`config.mk`:
```
export PLATFORM = sky130hd
export DESIGN_NAME = mc_control_fsm
export DESIGN_NICKNAME = d
export VERILOG_FILES = /design/src/rtl/mc_control_fsm.sv
export SDC_FILE = /design/constraint.sdc
export NUM_CORES = 1
export LEC_CHECK = 0
export ABC_CLOCK_PERIOD_IN_PS = 4520
export CORE_MARGIN = 4
export CORE_UTILIZATION = 47
export CTS_BUF_LIST = sky130_fd_sc_hd__clkbuf_16
export CTS_CLUSTER_SIZE = 10
export DETAILED_ROUTE_END_ITERATION = 16
export PLACE_DENSITY = 0.82
export RECOVER_POWER = 50
export SLEW_MARGIN = 20
export SYNTH_ARGS = -nofsm -noshare
export SYNTH_HDL_FRONTEND = slang
export SYNTH_SLANG_ARGS = --single-unit
```
`constraint.sdc`:
```
create_clock -name clk -period 4.52 [get_ports clk]
set_clock_uncertainty 0.1 [all_clocks]
set_input_delay 0.452 -clock clk [delete_from_list [all_inputs] [get_ports clk]]
set_output_delay 0.452 -clock clk [all_outputs]
set_load 0.005 [all_outputs]
```
`src/rtl/mc_control_fsm.sv`:
```
`default_nettype none
//------------------------------------------------------------------------------
// Module      : mc_control_fsm
// Description : Main control FSM for the RV32I multi-cycle core. Sequences the
//               shared datapath one micro-step per clock, decodes the IR
//               opcode, stalls on the memory ready handshake and counts
//               retired instructions.
// Revision    : 1.0 - initial release
//------------------------------------------------------------------------------
module mc_control_fsm (
   input  logic        clk,
   input  logic        rst,          // asynchronous, active-low
   input  logic [6:0]  opcode,
   input  logic        zero,
   input  logic        mem_ready,
   output logic        mem_req,
   output logic        adr_src,
   output logic        ir_write,
   output logic        pc_write,
   output logic        mem_write,
   output logic        reg_write,
   output logic [1:0]  alu_src_a,
   output logic [1:0]  alu_src_b,
   output logic [1:0]  alu_op,
   output logic [1:0]  result_src,
   output logic        illegal,
   output logic [3:0]  state,
   output logic [31:0] instret
);

   typedef enum logic [3:0] {
      S_FETCH    = 4'd0,
      S_DECODE   = 4'd1,
      S_MEMADR   = 4'd2,
      S_MEMREAD  = 4'd3,
      S_MEMWB    = 4'd4,
      S_MEMWRITE = 4'd5,
      S_EXECUTER = 4'd6,
      S_ALUWB    = 4'd7,
      S_EXECUTEI = 4'd8,
      S_JAL      = 4'd9,
      S_BEQ      = 4'd10,
      S_JALR     = 4'd11,
      S_JALRJ    = 4'd12,
      S_LUI      = 4'd13,
      S_AUIPC    = 4'd14,
      S_BAD      = 4'd15
   } state_t;

   localparam logic [6:0] OP_LOAD   = 7'b0000011;
   localparam logic [6:0] OP_STORE  = 7'b0100011;
   localparam logic [6:0] OP_RTYPE  = 7'b0110011;
   localparam logic [6:0] OP_ITYPE  = 7'b0010011;
   localparam logic [6:0] OP_BRANCH = 7'b1100011;
   localparam logic [6:0] OP_JAL    = 7'b1101111;
   localparam logic [6:0] OP_JALR   = 7'b1100111;
   localparam logic [6:0] OP_LUI    = 7'b0110111;
   localparam logic [6:0] OP_AUIPC  = 7'b0010111;

   state_t      state_q, state_d;
   logic [31:0] instret_q, instret_d;
   logic        decode_illegal;
   logic        retire;

   // State and retired-instruction counter registers
   always_ff @(posedge clk or negedge rst) begin
      if (!rst) begin
         state_q   <= S_FETCH;
         instret_q <= '0;
      end else begin
         state_q   <= state_d;
         instret_q <= instret_d;
      end
   end

   // Next-state logic, opcode dispatch and retirement detection
   always_comb begin
      state_d        = state_q;
      decode_illegal = 1'b0;
      case (state_q)
         S_FETCH:    if (mem_ready) state_d = S_DECODE;
         S_DECODE: begin
            case (opcode)
               OP_LOAD, OP_STORE: state_d = S_MEMADR;
               OP_RTYPE:          state_d = S_EXECUTER;
               OP_ITYPE:          state_d = S_EXECUTEI;
               OP_BRANCH:         state_d = S_BEQ;
               OP_JAL:            state_d = S_JAL;
               OP_JALR:           state_d = S_JALR;
               OP_LUI:            state_d = S_LUI;
               OP_AUIPC:          state_d = S_AUIPC;
               default: begin
                  state_d        = S_FETCH;
                  decode_illegal = 1'b1;
               end
            endcase
         end
         S_MEMADR:   state_d = (opcode == OP_LOAD) ? S_MEMREAD : S_MEMWRITE;
         S_MEMREAD:  if (mem_ready) state_d = S_MEMWB;
         S_MEMWB:    state_d = S_FETCH;
         S_MEMWRITE: if (mem_ready) state_d = S_FETCH;
         S_EXECUTER: state_d = S_ALUWB;
         S_ALUWB:    state_d = S_FETCH;
         S_EXECUTEI: state_d = S_ALUWB;
         S_JAL:      state_d = S_ALUWB;
         S_BEQ:      state_d = S_FETCH;
         S_JALR:     state_d = S_JALRJ;
         S_JALRJ:    state_d = S_ALUWB;
         S_LUI:      state_d = S_ALUWB;
         S_AUIPC:    state_d = S_ALUWB;
         default:    state_d = S_FETCH;
      endcase

      // An instruction retires when it returns to FETCH from beyond DECODE;
      // illegal opcodes bounce straight from DECODE and are not counted.
      retire    = (state_d == S_FETCH) && (state_q != S_FETCH) && (state_q != S_DECODE);
      instret_d = instret_q + {31'd0, retire};
   end

   // Moore output decode; strobes are gated off while reset is held
   always_comb begin
      logic pc_update;
      logic branch;
      logic ir_write_raw;
      logic mem_write_raw;
      logic reg_write_raw;

      mem_req       = 1'b0;
      adr_src       = 1'b0;
      alu_src_a     = 2'b00;
      alu_src_b     = 2'b00;
      alu_op        = 2'b00;
      result_src    = 2'b00;
      pc_update     = 1'b0;
      branch        = 1'b0;
      ir_write_raw  = 1'b0;
      mem_write_raw = 1'b0;
      reg_write_raw = 1'b0;

      case (state_q)
         S_FETCH: begin
            mem_req      = 1'b1;
            alu_src_b    = 2'b10;
            result_src   = 2'b10;
            ir_write_raw = mem_ready;
            pc_update    = mem_ready;
         end
         S_DECODE: begin
            alu_src_a = 2'b01;
            alu_src_b = 2'b01;
         end
         S_MEMADR, S_EXECUTEI, S_JALR: begin
            alu_src_a = 2'b10;
            alu_src_b = 2'b01;
            alu_op    = (state_q == S_EXECUTEI) ? 2'b10 : 2'b00;
         end
         S_MEMREAD: begin
            mem_req = 1'b1;
            adr_src = 1'b1;
         end
         S_MEMWB: begin
            result_src    = 2'b01;
            reg_write_raw = 1'b1;
         end
         S_MEMWRITE: begin
            mem_req       = 1'b1;
            adr_src       = 1'b1;
            mem_write_raw = mem_ready;
         end
         S_EXECUTER: begin
            alu_src_a = 2'b10;
            alu_op    = 2'b10;
         end
         S_ALUWB:    reg_write_raw = 1'b1;
         S_JAL, S_JALRJ: begin
            alu_src_a = 2'b01;
            alu_src_b = 2'b10;
            pc_update = 1'b1;
         end
         S_BEQ: begin
            alu_src_a = 2'b10;
            alu_op    = 2'b01;
            branch    = 1'b1;
         end
         S_LUI: begin
            alu_src_a = 2'b11;
            alu_src_b = 2'b01;
         end
         S_AUIPC: begin
            alu_src_a = 2'b01;
            alu_src_b = 2'b01;
         end
         default: ;
      endcase

      ir_write  = rst & ir_write_raw;
      pc_write  = rst & (pc_update | (branch & zero));
      mem_write = rst & mem_write_raw;
      reg_write = rst & reg_write_raw;
      illegal   = rst & (state_q == S_DECODE) & decode_illegal;
   end

   assign state   = state_q;
   assign instret = instret_q;

endmodule
`default_nettype wire

```
==> results of run 1 <==
==> where the power goes <==
group / leakage, µW / switching, µW / internal, µW
sequential: 0.000479 / 77.5 / 351
clock: 0.0000850 / 122 / 257
combinational: 0.000790 / 169 / 252
==> flip-flops by register name, indices dropped and copies added (netlist names) <==
register	cells
state	4
instret	32
==> kinds of logic (layout without fill, tap and decap cells) <==
kind of cell | after synthesis | after routing
AO/OA/AOI/OAI | 28 | 28
XOR/XNOR | 32 | 32
AND/OR/NAND/NOR | 103 | 103
flip-flops | 36 | 36
adder cells (fa/ha/maj) | 2 | 2
buffers and inverters | 19 | 79
multiplexers | 3 | 3
==> worst max-delay path: cells and delay by family <==
family	cells	cell delay, ps
AOI/OAI and AO/OA	2	480
xor gates and xnor gates	1	200
adders and majority gates	2	460
buffers and inverters	1	550
and+or+nand+nor	5	1810
==> cell usage in the layout (no fill, tap or decap), types with 6 or more instances in the layout <==
cell type,count
nor2b_1,6
inv_1,10
xnor2_1,11
nor3_1,14
xor2_1,21
dfrtp_1,36
nand2b_1,9
nand2_1,17
clkdlybuf4s50_1,35
nand3_1,10
nor2_1,18
dlygate4sd3_1,25
==> synthesized netlist by cell type, types with 2 or more instances <==
master,n
and3b_1,2
nor4_4,2
and4_1,3
nand3_2,2
nor3b_1,4
a211o_1,2
nor2b_1,6
o21ai_0,5
mux2i_1,3
clkbuf_1,7
nor3_1,14
nor2_1,18
nand2_1,17
xnor2_1,11
o31ai_1,3
nand3_1,10
xor2_1,21
nor4_1,2
ha_1,2
nand4_1,5
inv_1,9
o211ai_1,2
nand2b_1,9
a21oi_1,4
dfrtp_1,36
==> area by class of cell <==
class	count	area, µm²	share of cell area (%)
inverters	9	33.8	1.16
multi-input cells	168	1140	39.1
well taps	52	65.1	2.23
clock inverters	3	38.8	1.33
clock buffers	5	125	4.30
repair buffers	62	609	20.9
flip-flops and latches	36	901	30.9
==> worst min-delay path by stage <==
stage                      startpoint     endpoint  cells after the start
final                     instret[31]  instret[31]                      1
after global routing      instret[31]  instret[31]                      1
after global placement    instret[31]  instret[31]                      1
after CTS                         rst  instret[20]                      2
after detailed placement  instret[31]  instret[31]                      1
after floorplan                   rst   instret[0]                      0
==> through the flow <==
| stage | area, µm² | hold slack, ps | total power (µW) |
|---|---|---|---|
| floorplan | 2120 | 56.4 | 629 |
| global placement | 2750 | 356 | 854 |
| detailed placement | 2750 | 357 | 854 |
| CTS | 2920 | 147 | 1240 |
| global route | 2910 | 379 | 1300 |
| finish | 2910 | 359 | 1230 |
==> routing by layer <==
layer / part of all wire [%] / GRT usage [%]
met5: 0 / 0
met2: 49 / 30.8
met3: 5.6 / 4.14
met1: 44 / 26.0
met4: 1.0 / 5.83
==> impl_metrics.ini, run 1 <==
[detailed_routing]
drt_iter0_drc = 121
vias = 1886
drtAntennaViolNets = 0
routedWlPerCell_um = 15.0
vias_per_cell = 5.63
drt-total-wl_mm = 5.04
drtPass1Iterations = 4
drc = 0

[sta]
rsz0062_at_grt = no
clock.fmax_mhz = 260
setup_tns_ps = 0
hold_violations = 0
drv_slew = 42
layout_worst_path_cycle_share_pct = 85.1
worstMarginPinSlew_ps = 2100
setup_slack_ps = 674
setup_violations = 0
period_needed_ps = 3850
relSlewSlack_pct = -39.7

[floorplanning]
die_y_um = 75.2
die_x_um = 75.2
initial_utilization_pct = 48.7
core-area_um2 = 4350
rows = 24
die-area_um2 = 5650
io_pins = 62

[synth]
synth_cell_type_count = 49
synth_fp_nets = 236
synth_top_area_cell = dfrtp_1
yosys.area_share.simple_pct = 28.4
synth_top_family_by_area = simple AND/OR/NAND/NOR gates
synth_ff_type = dfrtp_1
ys_seq_area_share_pct = 42.5
synth-compound-area-share_pct = 9.43
syn_area_um2 = 2120
synthAdderAreaFrac_pct = 1.18
syn_avg_cell_area_um2 = 9.52
synthCells = 223
synth_top_area_share_pct = 42.5
yosys-mux-area-fraction_pct = 1.42
synth-xor-area-share_pct = 13.2
async_reset_ff_share_pct = 100
yosys-top-cells-area = dfrtp_1, xor2_1, xnor2_1
synth-seq-cells = 36
yosysWarnings = 0
synth-edff-count = 0

[placed_design]
post-place-ws_ps = 469
dp_hpwl_mm = 3.45
dp_cells = 327
io_buffers = 61
gp_congestion = 0.817

[layout]
diodes = 0
final.fill_count = 348
layout-drive-gt1-share_pct = 5.65
nets = 295
post-route-util_pct = 66.9
fin_cells = 335
syn2layout_area_growth_pct = 37.2

[power]
p_leak_uw = 0.00135
ir_drop_mv = 0.340
p_per_area_nw_per_um2 = 422

[clock_tree]
clkTransAtPathRegs_ps = 50
clock_sinks = 36
post_cts_buffers = 0
cts_hold_buf = 0
clockRootBuffer = clkbuf_16
cts_resized = 0
clock_latency_ps = 280
htreeDepth = 2
cts_tree = done
numCtsBuffers = 5
cts_max_path_buffers = 2

[critical_path]
critPathMaxStageDelay_ps = 770
worstPathArrival_ps = 3940
r2r_slack_ps = 700
endpoint = instret[26]
critPathSlowestCell = or4_1
path_common_cell = ha_1
r2r_start = state[1]
required_ps = 4610
path_cells = clkdlybuf4s50_1, nor4_1, a2111o_1, nand4_1, a211oi_1, ha_1, ha_1, nand3_2, or4_1, nor3b_1, xor2_1
cp-end-kind = register
worst_r2r_endpoint = instret[26]
startpoint = opcode[2]
r2r_cells = 10
crit_type = input port to register
cp_max_fo = 10
critPathLaunchType = input port

[status]
violations = max-capacitance violations, max-slew violations
run_status = finished, violations left

[grt]
grt_max_degree = 42
gr-total-overflow = 0
antenna_found_initial = 0
grt_pass1_wl_mm = 8.42
grt_usage_pct = 19.1
grt_pass1_vias = 1769

[min_path]
hp-class = register to register

[job]
maxCapViolCount = 1
(Power assumes the default switching activity.)
==> run 2, diff against run 1 <==
- CORE_MARGIN: 4 -> 5
- CORE_UTILIZATION: 47 -> 26
- PLACE_DENSITY: 0.82 -> 0.52
==> run 2 against run 1 <==
Net effect:
- the flow still finishes with violations (max-capacitance violations, max-slew violations)
- first-iteration DRC count down 37%
- routed wire length up 4.7%
- register-to-register slack better by 90 ps
- clock power up 2%
- non-clock buffer count unchanged
- hold slack better by 11 ps
- critical path depth unchanged
- sequential power about the same
- cell area up 2.4%
- setup slack better by 65 ps
- fmax up 1.7%
- flip-flop and latch count unchanged
- critical endpoint is now instret[30]
- largest cell class unchanged
==> impl_metrics.ini, run 2 (same netlist as run 1, synthesis figures left out) <==
[floorplanning]
initial_utilization_pct = 26.2
die-area_um2 = 10100
die_x_um = 100
die_y_um = 100
io_pins = 62
rows = 33
core-area_um2 = 8090

[detailed_routing]
drc = 0
routedWlPerCell_um = 13.6
drt-total-wl_mm = 5.27
vias = 1824
drt_iter0_drc = 76
vias_per_cell = 4.70
drtPass1Iterations = 4
drtAntennaViolNets = 0

[sta]
worstMarginPinSlew_ps = 2210
period_needed_ps = 3780
setup_tns_ps = 0
drv_slew = 42
layout_worst_path_cycle_share_pct = 83.6
rsz0062_at_grt = no
relSlewSlack_pct = -47.7
clock.fmax_mhz = 264
setup_violations = 0
hold_violations = 0

[grt]
grt_pass1_vias = 1756
grt_pass1_wl_mm = 8.80
antenna_found_initial = 0
grt_usage_pct = 10.7
grt_use_met2_pct = 16.9
gr-total-overflow = 0
gr-usage-met1_pct = 14.5
grt_max_degree = 42
busiest_layer = met2
met3_usage_pct = 3.27

[critical_path]
r2r_slack_ps = 790
path_common_cell = ha_1
worstPathArrival_ps = 3880
cp.depth = 11
critPathMaxStageDelay_ps = 780
required_ps = 4620
critPathLaunchType = input port
path_cells = clkdlybuf4s50_1, nor4_1, a2111o_1, nand4_1, a211oi_1, ha_1, ha_1, nand3_2, or4_1, nor4_4, xor2_1
cp-end-kind = register
worst_r2r_endpoint = instret[30]
endpoint = instret[30]
crit_type = input port to register
cp_max_fo = 10
r2r_start = state[1]
r2r_cells = 10
cp_top_family = simple AND/OR/NAND/NOR gates
startpoint = opcode[2]
cp.buffers_inverters = 1
critPathSlowestCell = or4_1

[placed_design]
dp_cells = 380
gp_congestion = 0.772
placed_area_um2 = 2820
dp_hpwl_mm = 3.80
io_buffers = 61

[clock_tree]
clkTransAtPathRegs_ps = 50
clockRootBuffer = clkbuf_16
clock_sinks = 36
cts_hold_buf = 0
cts_resized = 0
post_cts_buffers = 0
clock_latency_ps = 280
cts_tree = done
numCtsBuffers = 5
htreeDepth = 2
cts_max_path_buffers = 2

[layout]
multiInputGateArea_um2 = 1140
largest_reg_flops = 32
nets = 295
fin_cells = 388
diodes = 0
syn2layout_area_growth_pct = 40.5
final_common_cell = dfrtp_1
final.fill_count = 850
final_cell_mix = dfrtp_1, clkdlybuf4s50_1, dlygate4sd3_1
layout-drive-gt1-share_pct = 6.01
final_area_um2 = 2980
seq_area_um2 = 901

[power]
p_per_area_nw_per_um2 = 414
ir_drop_mv = 0.197
p_leak_uw = 0.00135
p_total_uw = 1240

[min_path]
hp-class = register to register
hp-start = instret[31]

[status]
violations = max-capacitance violations, max-slew violations
run_status = finished, violations left

[job]
maxCapViolCount = 1
==> run 2: changes by cell type in the layout (fill, tap and decap cells not counted) <==
cell and change:
inv_1 -1, clkinvlp_4 +1
==> run 2: area by class of cell <==
type                            count  area share, %
Timing Repair Buffer               62           20.4
Clock inverter                      3           1.43
Tap cell                          105           4.41
Multi-Input combinational cell    168           38.2
Sequential cell                    36           30.2
Clock buffer                        5           4.20
Inverter                            9           1.13
==> run 2: routing by layer <==
layer	wire length (µm)	vias to the layer above	part of all wire (%)
li1	-	912	-
met1	2500	867	47
met2	2430	41	46
met3	311	4	5.9
met4	38	0	0.72
met5	0	-	0
==> run 2: per-stage QoR <==
stage | hold slack, ps | setup slack [ps] | util (%)
detailed placement | 373 | 476 | 34.8
floorplan | 56.4 | 1280 | -
CTS | 173 | 724 | 36.9
finish | 369 | 739 | 36.8
global placement | 357 | 542 | 34.8
global route | 397 | 397 | 36.8
==> run 2: power breakdown <==
part	internal [µW]	leakage [µW]	switching [µW]
sequential	351	0.000479	80.0
combinational	251	0.000790	166
clock	259	0.0000798	128
total	861	0.00135	374
==> run 2: worst min path at each step <==
stage / slack [ps] / cells past startpoint / to
global placement: 360 / 1 / instret[31]
finish: 370 / 1 / instret[31]
CTS: 170 / 2 / instret[0]
floorplan: 60 / 0 / instret[0]
global route: 400 / 1 / instret[28]
detailed placement: 370 / 1 / instret[31]
==> run 2: worst reg2reg max path: stages (launching register included) <==
cell and delay, ps:
dfrtp_1 750, nor2b_1 250, a311oi_1 290, nand4_1 150
a211oi_1 270, ha_1 230, ha_1 200, nand3_2 130
or4_1 780, nor4_4 340, xor2_1 160
